--- src/rtl/ctrl_iseq.sv ---
// ctrl_iseq: instruction sequencer. Holds a small program of instruction words
// and presents them one stage at a time to a downstream controller, handshaking
// on ptr_req_i. A frame runs from slot 0 up to the highest slot written since
// program mode was last entered.
// Optional build macro: CTRL_ISEQ_OVERRUN_EN adds the sticky overrun flag.
module ctrl_iseq #(
    parameter int unsigned REGFILE_ADDR_WIDTH = 3,
    parameter int unsigned DATA_ADDR_WIDTH    = 4,
    parameter int unsigned STAGE_WIDTH        = 3,
    localparam int unsigned IW = 2 + 2 * REGFILE_ADDR_WIDTH + 4 * DATA_ADDR_WIDTH
) (
    input  logic                   clk_i,
    input  logic                   rst_ni,
    input  logic                   en_i,
    input  logic                   prog_i,
    input  logic                   start_i,
    input  logic                   wr_iw_i,
    input  logic [STAGE_WIDTH-1:0] wr_addr_i,
    input  logic [IW-1:0]          wr_data_i,
    input  logic                   ptr_req_i,
    output logic                   iw_valid_o,
    output logic [IW-1:0]          instr_word_o,
    output logic                   busy_o,
    output logic                   frame_done_o,
    output logic                   overrun_o
);

    typedef enum logic [1:0] {StIdle, StRead, StPresent, StDone} state_e;

    state_e                 state_q, state_d;
    logic [STAGE_WIDTH-1:0] stage_idx_q, stage_idx_d;
    logic [STAGE_WIDTH-1:0] last_stage_q, last_stage_d;
    logic                   programmed_q, programmed_d;
    logic                   prog_q, prog_d;
    logic [IW-1:0]          instr_word_q, instr_word_d;
    logic [IW-1:0]          store_q [2**STAGE_WIDTH];

    logic                   prog_rise;
    logic                   wr_en;
    logic [STAGE_WIDTH-1:0] last_base;

    assign prog_rise = en_i && prog_i && !prog_q;
    assign wr_en     = en_i && prog_i && wr_iw_i;
    // A write in the same cycle as the prog edge starts from a cleared program.
    assign last_base = prog_rise ? '0 : last_stage_q;

    // Program bookkeeping: prog edge detect, highest written slot, programmed flag.
    always_comb begin
        prog_d       = en_i ? prog_i : prog_q;
        last_stage_d = last_base;
        programmed_d = prog_rise ? 1'b0 : programmed_q;
        if (wr_en) begin
            programmed_d = 1'b1;
            if (wr_addr_i > last_base) begin
                last_stage_d = wr_addr_i;
            end
        end
    end

    // Sequencing FSM next-state, stage index and presented word.
    always_comb begin
        state_d      = state_q;
        stage_idx_d  = stage_idx_q;
        instr_word_d = instr_word_q;
        if (en_i) begin
            if (prog_i) begin
                state_d = StIdle;
            end else begin
                unique case (state_q)
                    StIdle: begin
                        if (start_i && programmed_q) begin
                            state_d     = StRead;
                            stage_idx_d = '0;
                        end
                    end
                    StRead: begin
                        // Latched here so store writes cannot disturb the held word.
                        instr_word_d = store_q[stage_idx_q];
                        state_d      = StPresent;
                    end
                    StPresent: begin
                        if (ptr_req_i) begin
                            if (stage_idx_q == last_stage_q) begin
                                state_d = StDone;
                            end else begin
                                stage_idx_d = stage_idx_q + STAGE_WIDTH'(1);
                                state_d     = StRead;
                            end
                        end
                    end
                    StDone: begin
                        state_d = StIdle;
                    end
                    default: begin
                        state_d = StIdle;
                    end
                endcase
            end
        end
    end

    // Control state registers with synchronous active-low reset.
    always_ff @(posedge clk_i) begin
        if (!rst_ni) begin
            state_q      <= StIdle;
            stage_idx_q  <= '0;
            last_stage_q <= '0;
            programmed_q <= 1'b0;
            prog_q       <= 1'b0;
            instr_word_q <= '0;
        end else begin
            state_q      <= state_d;
            stage_idx_q  <= stage_idx_d;
            last_stage_q <= last_stage_d;
            programmed_q <= programmed_d;
            prog_q       <= prog_d;
            instr_word_q <= instr_word_d;
        end
    end

    // Instruction store; contents deliberately survive reset.
    always_ff @(posedge clk_i) begin
        if (wr_en) begin
            store_q[wr_addr_i] <= wr_data_i;
        end
    end

`ifdef CTRL_ISEQ_OVERRUN_EN
    logic overrun_q, overrun_d;

    // Sticky flag for starts dropped because a frame was already running.
    always_comb begin
        overrun_d = overrun_q;
        if (prog_rise) begin
            overrun_d = 1'b0;
        end else if (en_i && !prog_i && start_i && (state_q != StIdle)) begin
            overrun_d = 1'b1;
        end
    end

    // Overrun register.
    always_ff @(posedge clk_i) begin
        if (!rst_ni) begin
            overrun_q <= 1'b0;
        end else begin
            overrun_q <= overrun_d;
        end
    end

    assign overrun_o = overrun_q;
`else
    assign overrun_o = 1'b0;
`endif

    assign iw_valid_o   = (state_q == StPresent);
    assign busy_o       = (state_q != StIdle);
    assign frame_done_o = (state_q == StDone);
    assign instr_word_o = instr_word_q;

endmodule

--- config.mk ---
export PLATFORM = sky130hd
export DESIGN_NAME = ctrl_iseq
export DESIGN_NICKNAME = d
export VERILOG_FILES = /design/src/rtl/ctrl_iseq.sv
export SDC_FILE = /design/constraint.sdc
export NUM_CORES = 1
export LEC_CHECK = 0
export CORE_ASPECT_RATIO = 1.4
export CORE_MARGIN = 2
export CORE_UTILIZATION = 40
export CTS_CLUSTER_DIAMETER = 80
export CTS_CLUSTER_SIZE = 8
export DETAILED_ROUTE_END_ITERATION = 8
export PLACE_DENSITY = 0.54
export SKIP_CTS_REPAIR_TIMING = 1
export SLEW_MARGIN = 20
export SYNTH_ARGS = -nofsm -noshare
export SYNTH_HDL_FRONTEND = slang
export SYNTH_SLANG_ARGS = --single-unit
--- constraint.sdc ---
create_clock -name clk_i -period 3.9 [get_ports clk_i]
set_input_delay 0.78 -clock clk_i [delete_from_list [all_inputs] [get_ports clk_i]]
set_output_delay 0.78 -clock clk_i [all_outputs]
set_load 0.05 [all_outputs]
==> summary.md, run 1 <==
| Metric | Value |
|---|---|
| Worst IR Drop VDD | `0.305 mV` |
| Clock Sinks | `~230` |
| Layout Area Growth over Synthesis | `22.8%` |
| Worst slew pin tran | `0.735 ns` |
| Core area | `21100 um2` |
| Critical Path Fanout Max | `7` |
| Post-synthesis register bit count | `226` |
| Cell Pwr Density | `around 520 nW/um2` |
| Largest area contributor in the synthesized netlist | `edfxtp_1` |
| Setup-failing EPs final | `0` |
| FFs w/ async S/R, synth | `0` |
| Cells after synthesis | `447` |
| WL/cell | `approximately 22 um` |
| I/O Pins | `62` |
| Syn Area/Cell | `19.1 um2` |
| Synth area leaders | `edfxtp_1 (67%), mux4_2 (12%), dfxtp_1 (8.0%), o22ai_1 (1.8%), o21ai_0 (1.5%)` |
| RSZ-0062 raised after global routing | `false` |
| Syn Nets | `485` |
| Worst path slowest cell | `clkdlybuf4s50_1` |
| Final net count | `between 500 and 600` |
| Hpwl dp | `approximately 10 mm` |
| Area share of the largest cell type after synthesis | `0.674` |
| Sequential share of power | `0.485` |
| Hold Path Origin | `programmed_q$_SDFFE_PN0P_` |
| DIE AREA | `22600 um2` |
| Total congestion overflow | `0` |
| Routed Antenna Nets | `0` |
| Largest net degree at the start of global routing | `53` |
| Fin util | `0.498` |
| Crit path max-delay family | `buffers and inverters` |
| Placed Area | `between 9000 and 10000 um2` |
| Pwr Total | `roughly 5.5 mW` |
| NetSw | `roughly 1.0 mW` |
| R2R depth | `4` |
| Ys Warns | `0` |
| Worst Path Buf+Inv | `1` |
| Most common cell in the netlist | `edfxtp_1` |
| Reg2reg setup slack | `1.92 ns` |
| Max Cap Viol | `0` |
| DIE WIDTH | `between 100 and 150 um` |
| F_max | `0.337 GHz` |
| Worst reg2reg path startpoint | `stage_idx_q[0]$_SDFFE_PN0P_` |
| GRT Resource Usage Total | `0.161` |
| CP endpoint kind | `output port` |
| First-pass GRT wire length | `~27 mm` |
| Vias/cell | `5.38` |
| Root buf cell | `clkbuf_16` |
| CTS tree | `done` |
| Critical Path Source Type | `flip-flop` |
| Synth cell types | `39` |
| Fin Hold WS | `0.489 ns` |
| Setup CP Type | `flip-flop to output port` |
| # DRC | `0` |
| Final clock skew | `~0.011 ns` |
| Cells after DPL | `roughly 760` |
| Reg-to-Reg End | `instr_word_o[13]$_SDFFE_PN0P_` |
| Worst skew pair latency | `around 0.48 ns` |
| Final worst slack | `about 0.93 ns` |
| Run status | `completed` |
| 1st-iter DRT viols | `just under 300` |
| RePlAce Congestion | `around 0.70` |
| Critical Path, Cell by Cell | `nor2b_1 > clkdlybuf4s50_1` |
| P_int | `4.44 mW` |
| IO Port Bufs | `60` |
| CTS H-tree lvls | `2` |
| Worst Hold Path EP | `programmed_q$_SDFFE_PN0P_` |
| CTS Buffer Depth | `3` |
| Initial antenna violation count | `0` |
| Clock power share | `0.494` |
| Post-synth EDFFs | `192` |
| Worst slack at placement | `approximately 0.91 ns` |
| Switching Share | `0.189` |
| Setup TNS | `0 ns` |
| WP data arrival | `2.19 ns` |
| DR vias | `4415` |
| Fraction of the yosys area taken by sequential cells | `0.753` |
| Final instance area | `10500 um2` |
| Final wirelength | `17.9 mm` |
| Number of global-route vias before repair | `4638` |
| Req. time, crit path | `3.12 ns` |
| Most used DFF post-synth | `edfxtp_1` |
| Cells on Worst Hold Path | `2` |
| CTS clk-pin slew, worst paths | `0.05 ns` |
| Die height | `177 um` |
| TritonCTS buffer count | `34` |
| Worst path max stage delay | `~0.9 ns` |
| Post-Syn Area | `8560 um2` |
| Antenna cells | `0` |
| Period utilization | `0.760` |
| Final cell count without fillers | `821` |
| First-pass DRT Iterations | `4` |
| Min cycle time layout | `~3.0 ns` |
| Fill cell count | `1771` |
| Hold Vio Cnt, Final | `0` |
| Leak | `~3.4 nW` |
| Comb power frac | `0.021` |
| Slew Limit Fails | `0` |
| # rows | `63` |
| Ratio of cells with drive above 1 in the final layout | `0.205` |
| Hold/Removal Path Class | `flip-flop to flip-flop` |
| Initial core utilization | `0.405` |
| Relative slew slack | `0.510` |
| Most frequent cells after synthesis | `edfxtp_1 (192), mux4_2 (47), dfxtp_1 (34)` |
==> worst max path at each step <==
stage,start,end,slack [ns],depth (start not counted)
2_1_floorplan,en_i,store_q[0][0]$_DFFE_PP_,0.58,4
3_3_place_gp,en_i,store_q[7][18]$_DFFE_PP_,0.97,4
3_5_place_dp,en_i,store_q[7][18]$_DFFE_PP_,0.91,4
4_1_cts,state_q[1]$_SDFFE_PN0P_,iw_valid_o,0.94,2
5_1_grt,state_q[1]$_SDFFE_PN0P_,iw_valid_o,0.86,2
6_report,state_q[1]$_SDFFE_PN0P_,iw_valid_o,0.93,2
==> final cells by class <==
type | instances | area, um2 | area share
clock buffer | 60 | 1010 | 0.0963
inverter | 2 | 7.51 | 0.000714
multi-input combinational | 194 | 1950 | 0.186
timing repair buffer | 78 | 756 | 0.0719
sequential | 226 | 6450 | 0.614
tap | 260 | 325 | 0.0309
clock inverter | 1 | 8.76 | 0.000833
==> cells in the final DEF, fill, tap and decap left out, types with 6 or more instances in the layout <==
master             n
dfxtp_1           32
clkbuf_1          23
o21ai_0           25
clkdlybuf4s50_1   60
mux2i_1            6
clkbuf_16         37
nor2_1            24
o22ai_1           24
edfxtp_1         192
nand2_1           13
mux4_2            47
buf_4             17
nor2_2             6
==> tightest hold or removal path, stage by stage, from the launching register on <==
cell and delay [ns]:
dfxtp_1 0.33, nand2_1 0.06, a21boi_1 0.05
==> state kept, by name, summed over array words and instances (netlist names) <==
name	count
prog_q	1
stage_idx_q	3
store_q	192
programmed_q	1
state_q	2
instr_word_o	24
last_stage_q	3
==> layer usage <==
metal  vias to the layer above  GRT usage  wire [um]  part of all wire
met4                         0     0.0490        342             0.019
met1                      2285      0.212       7330              0.41
met5                         -          0          0                 0
met3                        25     0.0245        947             0.053
met2                       123      0.277       9250              0.52
li1                       1982          -          -                 -
==> cells by family (layout without fill, tap and decap cells) <==
kind of cell | Yosys count | after routing | share of synthesized area
AO/OA/AOI/OAI | 61 | 61 | 0.0418
XOR/XNOR | 3 | 3 | 0.00307
adder cells (fa/ha/maj) | 4 | 4 | 0.00585
buffers and inverters | 27 | 141 | 0.0216
flip-flops | 226 | 226 | 0.753
multiplexers | 54 | 54 | 0.134
other | 1 | 1 | 0.000438
AND/OR/NAND/NOR | 71 | 71 | 0.0402
==> power groups by stage <==
stage	clock network (mW)	registers (mW)	logic (mW)
after floorplan	0	2.70	0.0373
after global placement	0	2.70	0.112
after detailed placement	0	2.70	0.116
after CTS	2.77	2.66	0.117
after global routing	2.87	2.66	0.125
final	2.71	2.66	0.114
Power figures use the tool's default switching activity.
==> run 2, diff against run 1 <==
Clock period 3.9 ns to 3.1 ns, I/O delays scaled along.
==> run 2 against run 1 <==
Against the previous run: first-iteration DRC count shrank 1.7%; wire length shrank 0.90%; worst setup slack lost 0.60 ns; clock-buffer cell count shrank 4; final cell count shrank 0.61%; critical path type unchanged; critical endpoint unchanged; largest cell class unchanged; largest power group is now registers.
==> summary.md, run 2 (synthesized netlist as in run 1, its figures left out) <==
| Metric | Value |
|---|---|
| I/O Pins | `62 (unchanged)` |
| Top reg by flops | `store_q` |
| CTS Buffer Depth | `3 (unchanged)` |
| Critical Path Source Type | `flip-flop` |
| Relative slew slack | `0.643 (+0.133)` |
| CTS tree | `done` |
| Initial core utilization | `0.405 (unchanged)` |
| Worst IR Drop VDD | `0.369 mV (+21%)` |
| Total congestion overflow | `0 (unchanged)` |
| Hold/Removal Path Class | `flip-flop to flip-flop` |
| Setup TNS | `0 ns (unchanged)` |
| Worst Path Buf+Inv | `1 (unchanged)` |
| DR vias | `4427 (+0.27%)` |
| Worst skew pair latency | `0.48 ns (about the same)` |
| RePlAce Congestion | `0.736 (+4.7%)` |
| 1st-iter DRT viols | `291 (-1.7%)` |
| Largest net degree at the start of global routing | `52 (-1.9%)` |
| Die height | `177 um (unchanged)` |
| Met1 Track Usage GR | `0.202 (-0.0101)` |
| # DRC | `0 (unchanged)` |
| Layout Area Growth over Synthesis | `23.1%` |
| Critical Path, Cell by Cell | `nor2b_1 > clkdlybuf4s50_1` |
| Worst path max stage delay | `0.88 ns (about the same)` |
| Peak-usage layer in the global routing report | `met2` |
| Core area | `21100 um2 (unchanged)` |
| Number of global-route vias before repair | `4803 (+3.6%)` |
| Run status | `completed` |
| CTS H-tree lvls | `2 (unchanged)` |
| Critical Path Fanout Max | `7 (unchanged)` |
| Fill cell count | `1778 (+0.40%)` |
| F_max | `0.362 GHz` |
| Clock Sinks | `226 (unchanged)` |
| Final net count | `572 (-0.35%)` |
| First-pass GRT wire length | `27.3 mm (+1.1%)` |
| Cell Pwr Density | `644 nW/um2 (+23%)` |
| Worst path slowest cell | `clkdlybuf4s50_1` |
| Hpwl dp | `9.85 mm (+1.3%)` |
| RSZ-0062 raised after global routing | `false` |
| DIE AREA | `22600 um2 (unchanged)` |
| WL/cell | `21.7 um (-0.29%)` |
| GR Util met2 | `0.283 (+0.00646)` |
| Setup CP Type | `flip-flop to output port` |
| # rows | `63 (unchanged)` |
| Largest register FFs | `192 (unchanged)` |
| Setup-failing EPs final | `0 (unchanged)` |
| Routed Antenna Nets | `0 (unchanged)` |
| Hold Vio Cnt, Final | `0 (unchanged)` |
| First-pass DRT Iterations | `5 (+1)` |
| Ratio of cells with drive above 1 in the final layout | `0.201 (-0.00355)` |
| Final wirelength | `17.7 mm (-0.90%)` |
| Leak | `3.36 nW (-0.40%)` |
| Most frequent cells in the layout | `edfxtp_1 (192), clkdlybuf4s50_1 (60), mux4_2 (47)` |
| Max Cap Viol | `0 (unchanged)` |
| Vias/cell | `5.43 (+0.89%)` |
| Met3 Track Usage GR | `0.0278 (+0.00333)` |
| DIE WIDTH | `128 um (unchanged)` |
| Fin Hold WS | `0.490 ns (+0.00102 ns)` |
| Fin util | `0.499 (+0.00107)` |
| Period utilization | `0.891` |
| Min cycle time layout | `2.76 ns` |
| Antenna cells | `0 (unchanged)` |
| Final clock skew | `0.00972 ns (-0.00176 ns)` |
| Slew Limit Fails | `0 (unchanged)` |
| TritonCTS buffer count | `34 (unchanged)` |
| IO Port Bufs | `60 (unchanged)` |
| GRT Resource Usage Total | `0.162 (+0.00138)` |
| Crit path max-delay family | `buffers and inverters` |
| Root buf cell | `clkbuf_16` |
| Initial antenna violation count | `0 (unchanged)` |
| Commonest non-fill, non-tap cell in the layout | `edfxtp_1` |
| CP endpoint kind | `output port` |
| WP data arrival | `2.14 ns (-0.05 ns)` |
| Req. time, crit path | `2.48 ns (-0.64 ns)` |
| CTS clk-pin slew, worst paths | `0.05 ns (about the same)` |
| Worst slew pin tran | `0.535 ns (-0.200 ns)` |
-- run 2: final cells by class --
class,instances,area (um2),area share
tap,260,325,0.0309
clock inverter,2,17.5,0.00166
clock buffer,56,955,0.0906
multi-input combinational,194,1960,0.186
timing repair buffer,76,821,0.0779
inverter,2,7.51,0.000713
sequential,226,6450,0.612
-- run 2: worst paths after layout --
check	from	endpoint	slack [ns]	cells past startpoint
max	state_q[1]$_SDFFE_PN0P_	iw_valid_o	0.34	2
min	programmed_q$_SDFFE_PN0P_	programmed_q$_SDFFE_PN0P_	0.49	2
max reg2reg	stage_idx_q[0]$_SDFFE_PN0P_	instr_word_o[15]$_SDFFE_PN0P_	1.15	4
min reg2reg	programmed_q$_SDFFE_PN0P_	programmed_q$_SDFFE_PN0P_	0.49	2
-- run 2: layer usage --
metal | vias up | share of wire
met5 | - | 0
met4 | 0 | 0.031
met3 | 38 | 0.049
met2 | 151 | 0.51
met1 | 2264 | 0.41
li1 | 1974 | -
-- run 2: power by group --
group          leakage [nW]  total [mW]  internal, mW  switching, mW
sequential             2.01        3.34          3.33        0.00872
combinational         0.888       0.147        0.0633         0.0837
clock                 0.465        3.29          2.08           1.21
-- run 2: worst min-delay path: stages (launching register included) --
cell and delay (ns):
dfxtp_1 0.33, nand2_1 0.06, a21boi_1 0.05
-- run 2: stage by stage --
stage | total power [mW] | setup slack (ns) | cells | cell area, um2
after global routing | 7.01 | 0.247 | 816 | 10500
after CTS | 6.85 | 0.332 | 816 | 10500
after floorplan | 3.45 | 0.0685 | 447 | 8560
final | 6.78 | 0.338 | 816 | 10500
after detailed placement | 3.55 | 0.359 | 758 | 9560
after global placement | 3.54 | 0.481 | 758 | 9560
